$ cat config.mk
export PLATFORM = sky130hd
export DESIGN_NAME = fadd_tree_sched
export DESIGN_NICKNAME = d
export VERILOG_FILES = /design/src/rtl/fadd_tree_sched.sv
export SDC_FILE = /design/constraint.sdc
export NUM_CORES = 1
export LEC_CHECK = 0
export BUFFER_PORTS_ARGS = -buffer_cell sky130_fd_sc_hd__clkbuf_2
export CAP_MARGIN = 5
export CELL_PAD_IN_SITES_DETAIL_PLACEMENT = 0
export CELL_PAD_IN_SITES_GLOBAL_PLACEMENT = 1
export CORE_AREA = 4 4 286 288
export CTS_BUF_LIST = sky130_fd_sc_hd__clkbuf_16
export DETAILED_ROUTE_END_ITERATION = 7
export DIE_AREA = 0 0 290 292
export PLACE_DENSITY_LB_ADDON = 0.25
export SKIP_LAST_GASP = 1
export SYNTH_ARGS = -nofsm -noshare
export SYNTH_HDL_FRONTEND = slang
export SYNTH_SLANG_ARGS = --single-unit
export TNS_END_PERCENT = 1
$ cat constraint.sdc
create_clock -name clk -period 3.1 [get_ports clk]
set_clock_uncertainty 0.2 [all_clocks]
set_input_delay 0.155 -clock clk [delete_from_list [all_inputs] [get_ports clk]]
set_output_delay 0.155 -clock clk [all_outputs]
set_load 0.02 [all_outputs]
$ cat src/rtl/fadd_tree_sched.sv
// Round-robin scheduler that time-shares one fadd_tree between REQ_NUM requesters, one burst at a time.
// Latency: beat issue is combinational; the response returns TREE_LAT cycles after the beat is accepted.
// Backpressure: only the granted requester sees req_ready during its burst; responses cannot be stalled.
module fadd_tree_sched #(
    parameter int REQ_NUM  = 4,
    parameter int MAC_NUM  = 8,
    parameter int DATA_BIT = 16,
    parameter int TREE_LAT = 4,
    parameter int ID_BIT   = $clog2(REQ_NUM)
) (
    input  logic                                 clk,
    input  logic                                 rst,
    input  logic [REQ_NUM-1:0]                   req_valid,
    input  logic [REQ_NUM*MAC_NUM*DATA_BIT-1:0]  req_data,
    input  logic [REQ_NUM*MAC_NUM-1:0]           req_mask,
    input  logic [REQ_NUM-1:0]                   req_last,
    output logic [REQ_NUM-1:0]                   req_ready,
    output logic [MAC_NUM*DATA_BIT-1:0]          tree_idata,
    output logic [MAC_NUM-1:0]                   tree_idata_valid,
    output logic                                 tree_last_in,
    input  logic [DATA_BIT-1:0]                  tree_odata,
    input  logic                                 tree_odata_valid,
    input  logic                                 tree_last_out,
    output logic [DATA_BIT-1:0]                  rsp_data,
    output logic                                 rsp_valid,
    output logic [ID_BIT-1:0]                    rsp_id,
    output logic                                 rsp_last,
    output logic                                 err
);

    typedef enum logic {
        S_IDLE  = 1'b0,
        S_BURST = 1'b1
    } state_t;

    state_t                     r_state;
    state_t                     w_state_nxt;
    logic [ID_BIT-1:0]          r_gnt_id;
    logic [ID_BIT-1:0]          r_ptr;
    logic                       r_err;
    logic                       r_tag_vld  [TREE_LAT];
    logic [ID_BIT-1:0]          r_tag_id   [TREE_LAT];
    logic                       r_tag_last [TREE_LAT];

    logic                       w_arb_found;
    logic [ID_BIT-1:0]          w_arb_id;
    logic                       w_accept;
    logic                       w_gnt_last;
    logic [MAC_NUM-1:0]         w_gnt_mask;
    logic [MAC_NUM*DATA_BIT-1:0] w_gnt_data;
    logic                       w_tag_vld;
    logic [ID_BIT-1:0]          w_tag_id;
    logic                       w_tag_last;

    assign w_gnt_data = req_data[int'(r_gnt_id)*MAC_NUM*DATA_BIT +: MAC_NUM*DATA_BIT];
    assign w_gnt_mask = req_mask[int'(r_gnt_id)*MAC_NUM +: MAC_NUM];
    assign w_gnt_last = req_last[r_gnt_id];
    // A beat moves only while the granted requester presents valid; a dropped valid just idles the burst.
    assign w_accept   = (r_state == S_BURST) && req_valid[r_gnt_id];

    // Round-robin search from r_ptr; walking offsets downward lets the smallest offset win.
    always_comb begin
        w_arb_found = 1'b0;
        w_arb_id    = '0;
        for (int k = REQ_NUM - 1; k >= 0; k--) begin
            if (req_valid[(int'(r_ptr) + k) % REQ_NUM]) begin
                w_arb_found = 1'b1;
                w_arb_id    = ID_BIT'((int'(r_ptr) + k) % REQ_NUM);
            end
        end
    end

    // State register.
    always_ff @(posedge clk) begin
        if (rst) begin
            r_state <= S_IDLE;
        end else begin
            r_state <= w_state_nxt;
        end
    end

    // Next state: grant from IDLE, return to IDLE once the last beat is accepted.
    always_comb begin
        w_state_nxt = r_state;
        case (r_state)
            S_IDLE:  if (w_arb_found) w_state_nxt = S_BURST;
            S_BURST: if (w_accept && w_gnt_last) w_state_nxt = S_IDLE;
            default: w_state_nxt = S_IDLE;
        endcase
    end

    // Latch the grant and advance the round-robin pointer past the winner.
    always_ff @(posedge clk) begin
        if (rst) begin
            r_gnt_id <= '0;
            r_ptr    <= '0;
        end else if (r_state == S_IDLE && w_arb_found) begin
            r_gnt_id <= w_arb_id;
            r_ptr    <= ID_BIT'((int'(w_arb_id) + 1) % REQ_NUM);
        end
    end

    // Grant lock: only the owner of the burst is ever ready.
    always_comb begin
        req_ready = '0;
        if (r_state == S_BURST) req_ready[r_gnt_id] = 1'b1;
    end

    // Beat issue; an all-zero mask still sends +0 on lane 0 so the tree returns one sum per beat.
    always_comb begin
        tree_idata       = '0;
        tree_idata_valid = '0;
        tree_last_in     = 1'b0;
        if (w_accept) begin
            tree_last_in = w_gnt_last;
            if (w_gnt_mask == '0) begin
                tree_idata_valid = MAC_NUM'(1);
            end else begin
                tree_idata       = w_gnt_data;
                tree_idata_valid = w_gnt_mask;
            end
        end
    end

    // Tag shift register tracking each beat through the tree; bubbles are pushed as empty entries.
    always_ff @(posedge clk) begin
        if (rst) begin
            for (int i = 0; i < TREE_LAT; i++) begin
                r_tag_vld[i]  <= 1'b0;
                r_tag_id[i]   <= '0;
                r_tag_last[i] <= 1'b0;
            end
        end else begin
            r_tag_vld[0]  <= w_accept;
            r_tag_id[0]   <= w_accept ? r_gnt_id : '0;
            r_tag_last[0] <= w_accept && w_gnt_last;
            for (int i = 1; i < TREE_LAT; i++) begin
                r_tag_vld[i]  <= r_tag_vld[i-1];
                r_tag_id[i]   <= r_tag_id[i-1];
                r_tag_last[i] <= r_tag_last[i-1];
            end
        end
    end

    assign w_tag_vld  = r_tag_vld[TREE_LAT-1];
    assign w_tag_id   = r_tag_id[TREE_LAT-1];
    assign w_tag_last = r_tag_last[TREE_LAT-1];

    // Sticky flag whenever the tree's valid/last disagree with the tag that should line up with them.
    always_ff @(posedge clk) begin
        if (rst) begin
            r_err <= 1'b0;
        end else if ((tree_odata_valid != w_tag_vld) || (tree_last_out != w_tag_last)) begin
            r_err <= 1'b1;
        end
    end

    assign err       = r_err;
    assign rsp_valid = tree_odata_valid && w_tag_vld;
    assign rsp_data  = rsp_valid ? tree_odata : '0;
    assign rsp_id    = w_tag_id;
    assign rsp_last  = tree_last_out && w_tag_vld;

endmodule

==> reports/qor.yml, run 1 <==
ys_ff_latch: 22
cp-end-kind: "primary output"
tightestPinTransition_ns: 0.7529
finalPower_w: 0.002621
dp_hpwl_mm: 44.95
p_leak_nw: 4.782
r2r-start: "r_gnt_id[0]"
grt_start_max_net_pins: 76
min_period_ns: 3.161
die_area_um2: 84680
min_path_type: "in -> reg"
final-hold-violation-count: 0
timing_worst_setup_path_type: "reg -> out"
insertion_delay_ns: 0.25
wl_met1_mm: 17.08
grt_pass1_vias: 7660
groute.usage.overall_pct: 10.68
drtAntennaViolNets: 0
setup_viol: 73
vias: 6933
syn-cell-area_um2: 5105
ys_warn_count: 0
final_common_cell: "clkbuf_2"
crit_required_ns: 2.74
overflow: 0
start_util_pct: 6.472
totalWireLength_mm: 48.18
slowest_stage: "or4_4"
hold_depth: 3
cp_cell_sequence: "mux4_2 -> or4_4 -> nor4_4 -> nor2_4 -> buf_12 -> and2_1 -> clkbuf_2"
critPathArrivalTime_ns: 2.81
rsz0062_at_grt: "yes"
rr_worst_depth: 5
min_from: "tree_last_out"
cts_tree: "built"
wl_met2_mm: 24.64
period_share_pct: 102.0
die_w_um: 290
startpoint_type: "flip-flop"
report.final.slew_viol_count: 0
io_buffers: 733
fp-row-count: 103
yosysSeqAreaShare_pct: 8.627
synth.avg_cell_area_um2: 12.04
drc_errors: 0
place_congestion: 0.8976
area.growth.synth_to_final_pct: 98.70
ios: 734
synth_top_area_share_pct: 60.88
status: "finished, violations left"
vias_per_cell: 3.180
highest_layer: "met5"
grt_first_pass_wirelength_mm: 64.38
final_cell_mix: "clkbuf_2 (733), and2_1 (146), mux4_2 (138), dfxtp_1 (20)"
maxCapViolations: 0
firstDrtPassIters: 4
die_height_um: 292
synthesis.instances: 424
setup_ws_ns: -0.06088
yosysTopAreaCell: "mux4_2"
p_per_area_nw_per_um2: 258.4
slew_headroom_pct: 49.80
synthDistinctLibCells: 29
routed-wl-met3_mm: 5.336
timing.rr.end: "r_tag_id[0][1]"
hold_end: "err"
clk_pin_slew_ns: 0.06
vdd_drop_max_mv: 0.1900
cpPeakStageDelay_ns: 0.57
wire_per_inst_um: 22.10
clockBufferDepth: 2
drtIter0Drc: 263
placed_area_um2: 10010
fin_area_um2: 10140
core_area_um2: 78870
cts_buffers: 3
clkSinkCount: 22
post_cts_buffers: 0
setup_tns_ns: -1.337
violations: "negative setup slack"
layout-drive-gt1-share_pct: 79.59
rrSetupSlack_ns: 0.87
root_buffer: "clkbuf_16"
cts-htree-levels: 1
worst-path-max-fanout: 63
fmax_mhz: 316.4
synth_top_cells_by_area: "mux4_2 (61%), and2_1 (18%), dfxtp_1 (8.6%), clkbuf_1 (2.4%), nor2b_1 (1.5%)"
syn_nets: 997
fin_nets: 1696
antenna_found_initial: 30
## worst max-delay path: cells and delay by family (launching register included)
| family | cells | cell delay, ns |
|---|---|---|
| buf+inv | 2 | 0.36 |
| simple gates | 4 | 1.18 |
| mux | 1 | 0.54 |
| flops | 1 | 0.42 |
## stage by stage
step | hold WS, ns | setup slack [ns] | std cells | util (%)
3_3_place_gp | 0.2200 | 0.1775 | 2168 | 12.70
4_1_cts | 0.01140 | -0.07516 | 2172 | 12.83
5_1_grt | 0.02040 | -0.1884 | 2174 | 12.84
3_5_place_dp | 0.2231 | 0.1766 | 2168 | 12.70
6_report | 0.01028 | -0.06088 | 2180 | 12.86
2_1_floorplan | 0.1539 | 0.3861 | 424 | -
## worst max path at each step
stage                start               to  cells past startpoint
5_1_grt        r_gnt_id[0]  tree_idata[102]                      8
2_1_floorplan  r_gnt_id[0]  tree_idata[100]                      8
6_report       r_gnt_id[0]    tree_idata[8]                      7
3_5_place_dp   r_gnt_id[0]    tree_idata[5]                      7
3_3_place_gp   r_gnt_id[0]    tree_idata[7]                      7
4_1_cts        r_gnt_id[0]    tree_idata[5]                      8
## cells in the mapped netlist
cell type,number
nor2_2,1
clkbuf_1,33
a22o_1,1
xnor2_1,1
buf_6,5
nor2_1,12
nand2b_1,2
buf_2,2
or4_4,1
nor2b_1,12
inv_1,5
a21oi_1,7
and3_1,10
nor4_4,1
dfxtp_1,22
nor3_1,2
and2_1,146
nand2_1,3
or2_2,1
ha_1,1
a211o_1,1
mux2i_1,1
o21ai_0,1
nor3b_1,2
a211oi_1,2
mux4_2,138
xor2_1,1
mux2_2,1
buf_1,9
## repair_timing
item / in CTS / in global routing
pin swaps: 1 / 0
resized for setup: 1 / 1
hold buffers: 0 / 0
setup endpoints to repair: 125 / 127
## metal layers
metal	up-vias	track usage, %
li1	3080	-
met1	3286	11.07
met2	487	19.64
met3	60	5.278
met4	20	1.907
met5	-	0
## kinds of logic after synthesis
| logic type | synth area share (%) |
|---|---|
| simple gates | 23.31 |
| mux | 61.30 |
| buf+inv | 4.755 |
| flops | 8.627 |
| compound gates | 1.421 |
| xor+xnor | 0.3432 |
| fa+ha+maj | 0.2451 |
## layout make-up
cell class / instances / area (µm²)
clock buffers: 4 / 100.1
repair buffers: 743 / 3814
multi-input cells: 348 / 4429
fillers: 9196 / 68730
inverters: 5 / 18.77
diodes: 8 / 20.02
well taps: 1050 / 1314
flip-flops and latches: 22 / 447.9
## where the power goes
part | internal, W | switching [W]
Sequential | 0.000297 | 0.0000183
Clock | 0.000224 | 0.000109
Combinational | 0.000961 | 0.00101
Total | 0.00148 | 0.00114
## flip-flops by register name, summed over array words and instances (netlist names)
signal / flops
r_tag_vld: 4
r_tag_last: 4
r_tag_id: 8
r_ptr: 2
r_gnt_id: 2
r_state: 1
err: 1
No activity file was read; power rests on OpenSTA's default activity.
==> inputs of run 2 (changes only) <==
--- a/config.mk
+++ b/config.mk
@@ -13,7 +13,9 @@
 export CTS_BUF_LIST = sky130_fd_sc_hd__clkbuf_16
 export DETAILED_ROUTE_END_ITERATION = 7
 export DIE_AREA = 0 0 290 292
-export PLACE_DENSITY_LB_ADDON = 0.25
+export HOLD_SLACK_MARGIN = 0.02
+export PLACE_DENSITY = 0.32
+export SETUP_SLACK_MARGIN = 0.15
 export SKIP_LAST_GASP = 1
 export SYNTH_ARGS = -nofsm -noshare
 export SYNTH_HDL_FRONTEND = slang
==> reports/qor.yml, run 2 (same netlist as run 1, synthesis figures left out) <==
p_per_area_nw_per_um2: 260.5  # was 258.4 nW/µm²
clk_pin_slew_ns: 0.06  # about the same
startpoint_type: "flip-flop"  # unchanged
final-hold-violation-count: 0  # unchanged
drc_errors: 0  # unchanged
sw_frac_of_total_pct: 43.10  # was 43.46%
cts_tree: "built"  # unchanged
layout-drive-gt1-share_pct: 81.01  # was 79.59%
io_buffers: 733  # unchanged
hold_depth: 4  # was 3
rrSetupSlack_ns: 0.71  # was 0.87 ns
p_seq_share_pct: 11.8  # was 12.0%
critPathArrivalTime_ns: 2.85  # was 2.81 ns
timing.rr.end: "r_tag_last[0][0]"  # was r_tag_id[0][1]
drtAntennaViolNets: 0  # unchanged
root_buffer: "clkbuf_16"  # unchanged
overflow: 0  # unchanged
rsz0062_at_grt: "yes"  # unchanged
fin_area_um2: 10360  # was 10140 µm²
setup.worst_path.start: "r_gnt_id[0]"  # unchanged
die_w_um: 290  # unchanged
status: "finished, violations left"  # unchanged
maxCapViolations: 0  # unchanged
grt_first_pass_wirelength_mm: 64.18  # was 64.38 mm
slew_headroom_pct: 49.51  # was 49.80%
core_area_um2: 78870  # unchanged
min_path_type: "in -> reg"  # unchanged
grt_pass1_vias: 7751  # was 7660
combPwrFrac_pct: 75.8  # was 75.3%
cp-endpoint: "tree_idata[17]"  # was tree_idata[8]
grt_start_max_net_pins: 81  # was 76
clkPwrFrac_pct: 12.3  # was 12.7%
final_common_cell: "clkbuf_2"  # unchanged
hold_ws_ns: 0.1191  # was 0.01028 ns
cts-htree-levels: 1  # unchanged
die_area_um2: 84680  # unchanged
clkSinkCount: 22  # unchanged
cts_buffers: 3  # unchanged
report.final.slew_viol_count: 0  # unchanged
reg_top3: "r_tag_id: 8 flops, r_tag_last: 4 flops, r_tag_vld: 4 flops"  # unchanged
vdd_drop_max_mv: 0.2476  # was 0.1900 mV
wire_per_inst_um: 22.21  # was 22.10 µm
totalWireLength_mm: 48.64  # was 48.18 mm
p_leak_nw: 4.892  # was 4.782 nW
crit_required_ns: 2.74  # about the same
timing_worst_setup_path_type: "reg -> out"  # unchanged
setup_viol: 122  # was 73
regMostFlops: "r_tag_id"  # unchanged
vias: 6958  # was 6933
finalPower_w: 0.002699  # was 0.002621 W
area.growth.synth_to_final_pct: 102.9  # was 98.70%
place_congestion: 0.8180  # was 0.8976
firstDrtPassIters: 6  # was 4
period_share_pct: 103.4  # was 102.0%
fill_cells: 9245  # was 9196
setup_ws_ns: -0.1040  # was -0.06088 ns
start_util_pct: 6.472  # unchanged
clockBufferDepth: 2  # unchanged
placed_area_um2: 10040  # was 10010 µm²
ios: 734  # unchanged
dp_hpwl_mm: 43.63  # was 44.95 mm
cp-end-kind: "primary output"  # unchanged
min_period_ns: 3.204  # was 3.161 ns
internal_power_w: 0.001536  # was 0.001482 W
r2r-start: "r_gnt_id[0]"  # unchanged
insertion_delay_ns: 0.25  # about the same
fp-row-count: 103  # unchanged
fin_nets: 1706  # was 1696
tightestPinTransition_ns: 0.7573  # was 0.7529 ns
fmax_mhz: 312.1  # was 316.4 MHz
groute.usage.overall_pct: 10.54  # was 10.68%
drtIter0Drc: 176  # was 263
largest_register_ffs: 8  # unchanged
vias_per_cell: 3.177  # was 3.180
netSwitchingPower_w: 0.001163  # was 0.001139 W
worst-path-max-fanout: 39  # was 63
die_height_um: 292  # unchanged
violations: "negative setup slack"  # unchanged
rr_worst_depth: 7  # was 5
final_cell_mix: "clkbuf_2 (719), mux4_2 (138), and2_1 (130), dfxtp_1 (20), and2_4 (16)"  # was clkbuf_2 (733), and2_1 (146), mux4_2 (138), dfxtp_1 (20)
antenna_found_initial: 21  # was 30
## run 2: cell count changes in the layout (fill, tap and decap cells not counted), sizes merged
| cell | previous run | this run |
|---|---|---|
| buf | 10 | 29 |
| clkbuf | 737 | 727 |
| dlygate4sd3 | 0 | 1 |
## run 2: layout make-up
type	instances	area [µm²]	area share (%)
inverters	5	18.77	0.1812
flip-flops and latches	22	447.9	4.324
repair buffers	753	3993	38.54
clock buffers	4	100.1	0.9662
multi-input cells	348	4467	43.12
diodes	8	20.02	0.1932
well taps	1050	1314	12.68
## run 2: repair_timing
item                       4_1_cts  5_1_grt
gates resized for setup          3       30
hold endpoints to repair         1        0
setup endpoints to repair      128      128
hold buffers                     1        0
setup buffers                    2        4
cloned                           0        4
pin swaps                        1        5
## run 2: power groups by stage
stage / Sequential, W / Combinational [W] / Clock [W]
after floorplan: 0.000310 / 0.00110 / 0
after global placement: 0.000328 / 0.00205 / 0
after detailed placement: 0.000328 / 0.00204 / 0
after CTS: 0.000322 / 0.00206 / 0.000344
after global routing: 0.000324 / 0.00222 / 0.000357
final: 0.000319 / 0.00205 / 0.000333
## run 2: worst max-delay path, stage by stage, from the launching register on
cell     delay (ns)
dfxtp_4        0.41
mux4_2         0.52
or4_4          0.57
nor4_4         0.32
nor2_4         0.06
buf_12         0.16
buf_12         0.16
and2_4         0.19
buf_2          0.16
## run 2: routing by layer
metal / GRT usage, % / share of wire, % / vias to the layer above
met5: 0 / 0.11 / -
met4: 1.751 / 1.4 / 8
met3: 4.168 / 10 / 32
met2: 19.37 / 52 / 444
met1: 11.61 / 36 / 3372
li1: - / - / 3102
## run 2: per-stage QoR
stage / util [%] / std cells / setup WS, ns / setup TNS (ns)
6_report: 13.14 / 2190 / -0.1040 / -8.237
5_1_grt: 13.12 / 2185 / -0.1912 / -19.93
4_1_cts: 12.89 / 2174 / -0.05179 / -0.2616
3_5_place_dp: 12.72 / 2167 / 0.1045 / 0
3_3_place_gp: 12.72 / 2167 / 0.1160 / 0
2_1_floorplan: - / 424 / 0.3861 / 0
## run 2: worst min path at each step
stage                          start          endpoint  slack, ns
finish              tree_odata_valid               err       0.12
global placement    r_tag_last[0][2]  r_tag_last[0][3]       0.22
global route        tree_odata_valid               err       0.15
floorplan              tree_last_out               err       0.15
detailed placement  r_tag_last[0][2]  r_tag_last[0][3]       0.22
CTS                 tree_odata_valid               err       0.12
==> inputs of run 3 (changes only) <==
==> constraint.sdc (replaced) <==
create_clock -name clk -period 3.1 [get_ports clk]
set_clock_uncertainty 0.2 [all_clocks]
set_input_delay 0.62 -clock clk [delete_from_list [all_inputs] [get_ports clk]]
set_output_delay 0.62 -clock clk [all_outputs]
set_load 0.02 [all_outputs]
==> reports/qor.yml, run 3 (same netlist as run 1, synthesis figures left out) <==
area.growth.synth_to_final_pct: 102.5  # was 102.9%
critPathArrivalTime_ns: 2.70  # was 2.85 ns
crit_family: "simple AND/OR/NAND/NOR gates"  # unchanged
clk_pin_slew_ns: 0.06  # about the same
setup_ws_ns: -0.4244  # was -0.1040 ns
worst-path-buf-inv: 3  # unchanged
cp-endpoint: "tree_idata[21]"  # was tree_idata[17]
drtAntennaViolNets: 0  # unchanged
vias: 6987  # was 6958
die_area_um2: 84680  # unchanged
rrSetupSlack_ns: 0.98  # was 0.71 ns
slew_headroom_pct: 41.20  # was 49.51%
r2r-start: "r_gnt_id[0]"  # unchanged
cp-end-kind: "primary output"  # unchanged
startpoint_type: "flip-flop"  # unchanged
fmax_mhz: 283.7  # was 312.1 MHz
timing.rr.end: "r_state"  # was r_tag_last[0][0]
finalPower_w: 0.002632  # was 0.002699 W
status: "finished, violations left"  # unchanged
postCtsHoldBufs: 0  # was 1
clockBufferDepth: 2  # unchanged
clkSinkCount: 22  # unchanged
root_buffer: "clkbuf_16"  # unchanged
period_share_pct: 113.7  # was 103.4%
overflow: 0  # unchanged
wire_per_inst_um: 20.71  # was 22.21 µm
p_leak_nw: 4.907  # was 4.892 nW
drc_errors: 0  # unchanged
layout-drive-gt1-share_pct: 82.41  # was 81.01%
grt_start_max_net_pins: 68  # was 81
worst-path-max-fanout: 38  # was 39
cpPeakStageDelay_ns: 0.57  # about the same
min_path_type: "reg -> reg"  # was in -> reg
fin_nets: 1711  # was 1706
regMostFlops: "r_tag_id"  # unchanged
report.final.slew_viol_count: 0  # unchanged
setup.worst_path.start: "r_gnt_id[0]"  # unchanged
slowest_stage: "or4_4"  # unchanged
maxCapViolations: 0  # unchanged
ios: 734  # unchanged
crit_cells: 8  # unchanged
vias_per_cell: 3.188  # was 3.177
vdd_drop_max_mv: 0.1887  # was 0.2476 mV
die_w_um: 290  # unchanged
die_height_um: 292  # unchanged
core_area_um2: 78870  # unchanged
tightestPinTransition_ns: 0.8819  # was 0.7573 ns
timing_worst_setup_path_type: "reg -> out"  # unchanged
grt_first_pass_wirelength_mm: 61.42  # was 64.18 mm
final-hold-violation-count: 0  # unchanged
antenna_found_initial: 18  # was 21
fp-row-count: 103  # unchanged
place_congestion: 0.8479  # was 0.8180
placed_area_um2: 10190  # was 10040 µm²
fin_area_um2: 10330  # was 10360 µm²
rr_worst_depth: 6  # was 7
cp_cell_sequence: "mux4_2 -> or4_4 -> nor4_4 -> buf_4 -> nor2_4 -> buf_12 -> and2_1 -> clkbuf_8"  # was mux4_2 -> or4_4 -> nor4_4 -> nor2_4 -> buf_12 -> buf_12 -> and2_4 -> buf_2
io_buffers: 733  # unchanged
final_common_cell: "clkbuf_2"  # unchanged
rsz0062_at_grt: "yes"  # unchanged
min_period_ns: 3.524  # was 3.204 ns
violations: "negative setup slack"  # unchanged
p_per_area_nw_per_um2: 254.7  # was 260.5 nW/µm²
cts_buffers: 3  # unchanged
dp_hpwl_mm: 41.64  # was 43.63 mm
crit_required_ns: 2.28  # was 2.74 ns
largest_register_ffs: 8  # unchanged
firstDrtPassIters: 4  # was 6
fill_cells: 9169  # was 9245
cts-htree-levels: 1  # unchanged
insertion_delay_ns: 0.25  # about the same
final_cell_mix: "clkbuf_2 (724), mux4_2 (138), and2_1 (115), and2_4 (31), dfxtp_1 (20)"  # was clkbuf_2 (719), mux4_2 (138), and2_1 (130), dfxtp_1 (20), and2_4 (16)
grt_pass1_vias: 7816  # was 7751
start_util_pct: 6.472  # unchanged
setup_viol: 129  # was 122
reg_top3: "r_tag_id: 8 flops, r_tag_last: 4 flops, r_tag_vld: 4 flops"  # unchanged
cts_tree: "built"  # unchanged
drtIter0Drc: 167  # was 176
groute.usage.overall_pct: 9.986  # was 10.54%
totalWireLength_mm: 45.40  # was 48.64 mm
==> run 3: changes by cell type in the layout (fill, tap and decap cells not counted), moves of 2 or more <==
cell       delta
buf_6         -2
diode_2       -3
buf_2         -3
clkbuf_2      +5
buf_16        -2
buf_4         +9
clkbuf_16     -2
and2_1       -15
and2_4       +15
==> run 3: worst min path at each step <==
stage / from / depth (start not counted) / slack, ns / endpoint
5_1_grt: r_tag_id[0][0] / 1 / 0.25 / r_tag_id[1][0]
3_5_place_dp: r_tag_last[0][2] / 1 / 0.22 / r_tag_last[0][3]
4_1_cts: r_tag_last[0][0] / 1 / 0.23 / r_tag_last[0][1]
6_report: r_tag_id[0][0] / 1 / 0.23 / r_tag_id[1][0]
2_1_floorplan: r_tag_id[0][0] / 1 / 0.21 / r_tag_id[1][0]
3_3_place_gp: r_tag_id[1][0] / 1 / 0.22 / r_tag_id[2][0]
==> run 3: final cells by class <==
type | instances | area [µm²] | area share [%]
diodes | 5 | 12.51 | 0.1211
well taps | 1050 | 1314 | 12.71
multi-input cells | 348 | 4504 | 43.58
repair buffers | 758 | 3959 | 38.31
flip-flops and latches | 22 | 447.9 | 4.334
inverters | 5 | 18.77 | 0.1816
clock buffers | 3 | 75.07 | 0.7264
clock inverters | 1 | 3.754 | 0.03632
==> run 3: layer usage <==
layer  vias up  track usage (%)  routed length [µm]
met5         -                0                  46
met4         6            2.291                1074
met3        28            3.134                3753
met2       464            18.83               23850
met1      3381            10.88               16680
li1       3108                -                   -
==> run 3: timing repair <==
item / CTS / global route
cloned: 0 / 2
gates resized for setup: 6 / 7
endpoints found under the setup margin: 130 / 130
buffers inserted: 0 / 0
==> run 3: report_power, final <==
| part | switching [W] | internal (W) |
|---|---|---|
| combinational | 0.00103 | 0.00102 |
| clock | 0.000101 | 0.000172 |
| sequential | 0.0000165 | 0.000297 |
==> run 3: metrics by stage <==
step | std cells | util (%) | setup slack [ns] | hold WS, ns | setup TNS, ns
detailed placement | 2181 | 12.91 | -0.5124 | 0.2204 | -50.64
CTS | 2185 | 13.04 | -0.4919 | 0.2339 | -58.25
floorplan | 424 | - | -0.06870 | 0.2138 | -3.901
global route | 2191 | 13.10 | -0.5705 | 0.2467 | -69.01
global placement | 2181 | 12.91 | -0.5093 | 0.2171 | -50.61
finish | 2192 | 13.10 | -0.4244 | 0.2318 | -50.20
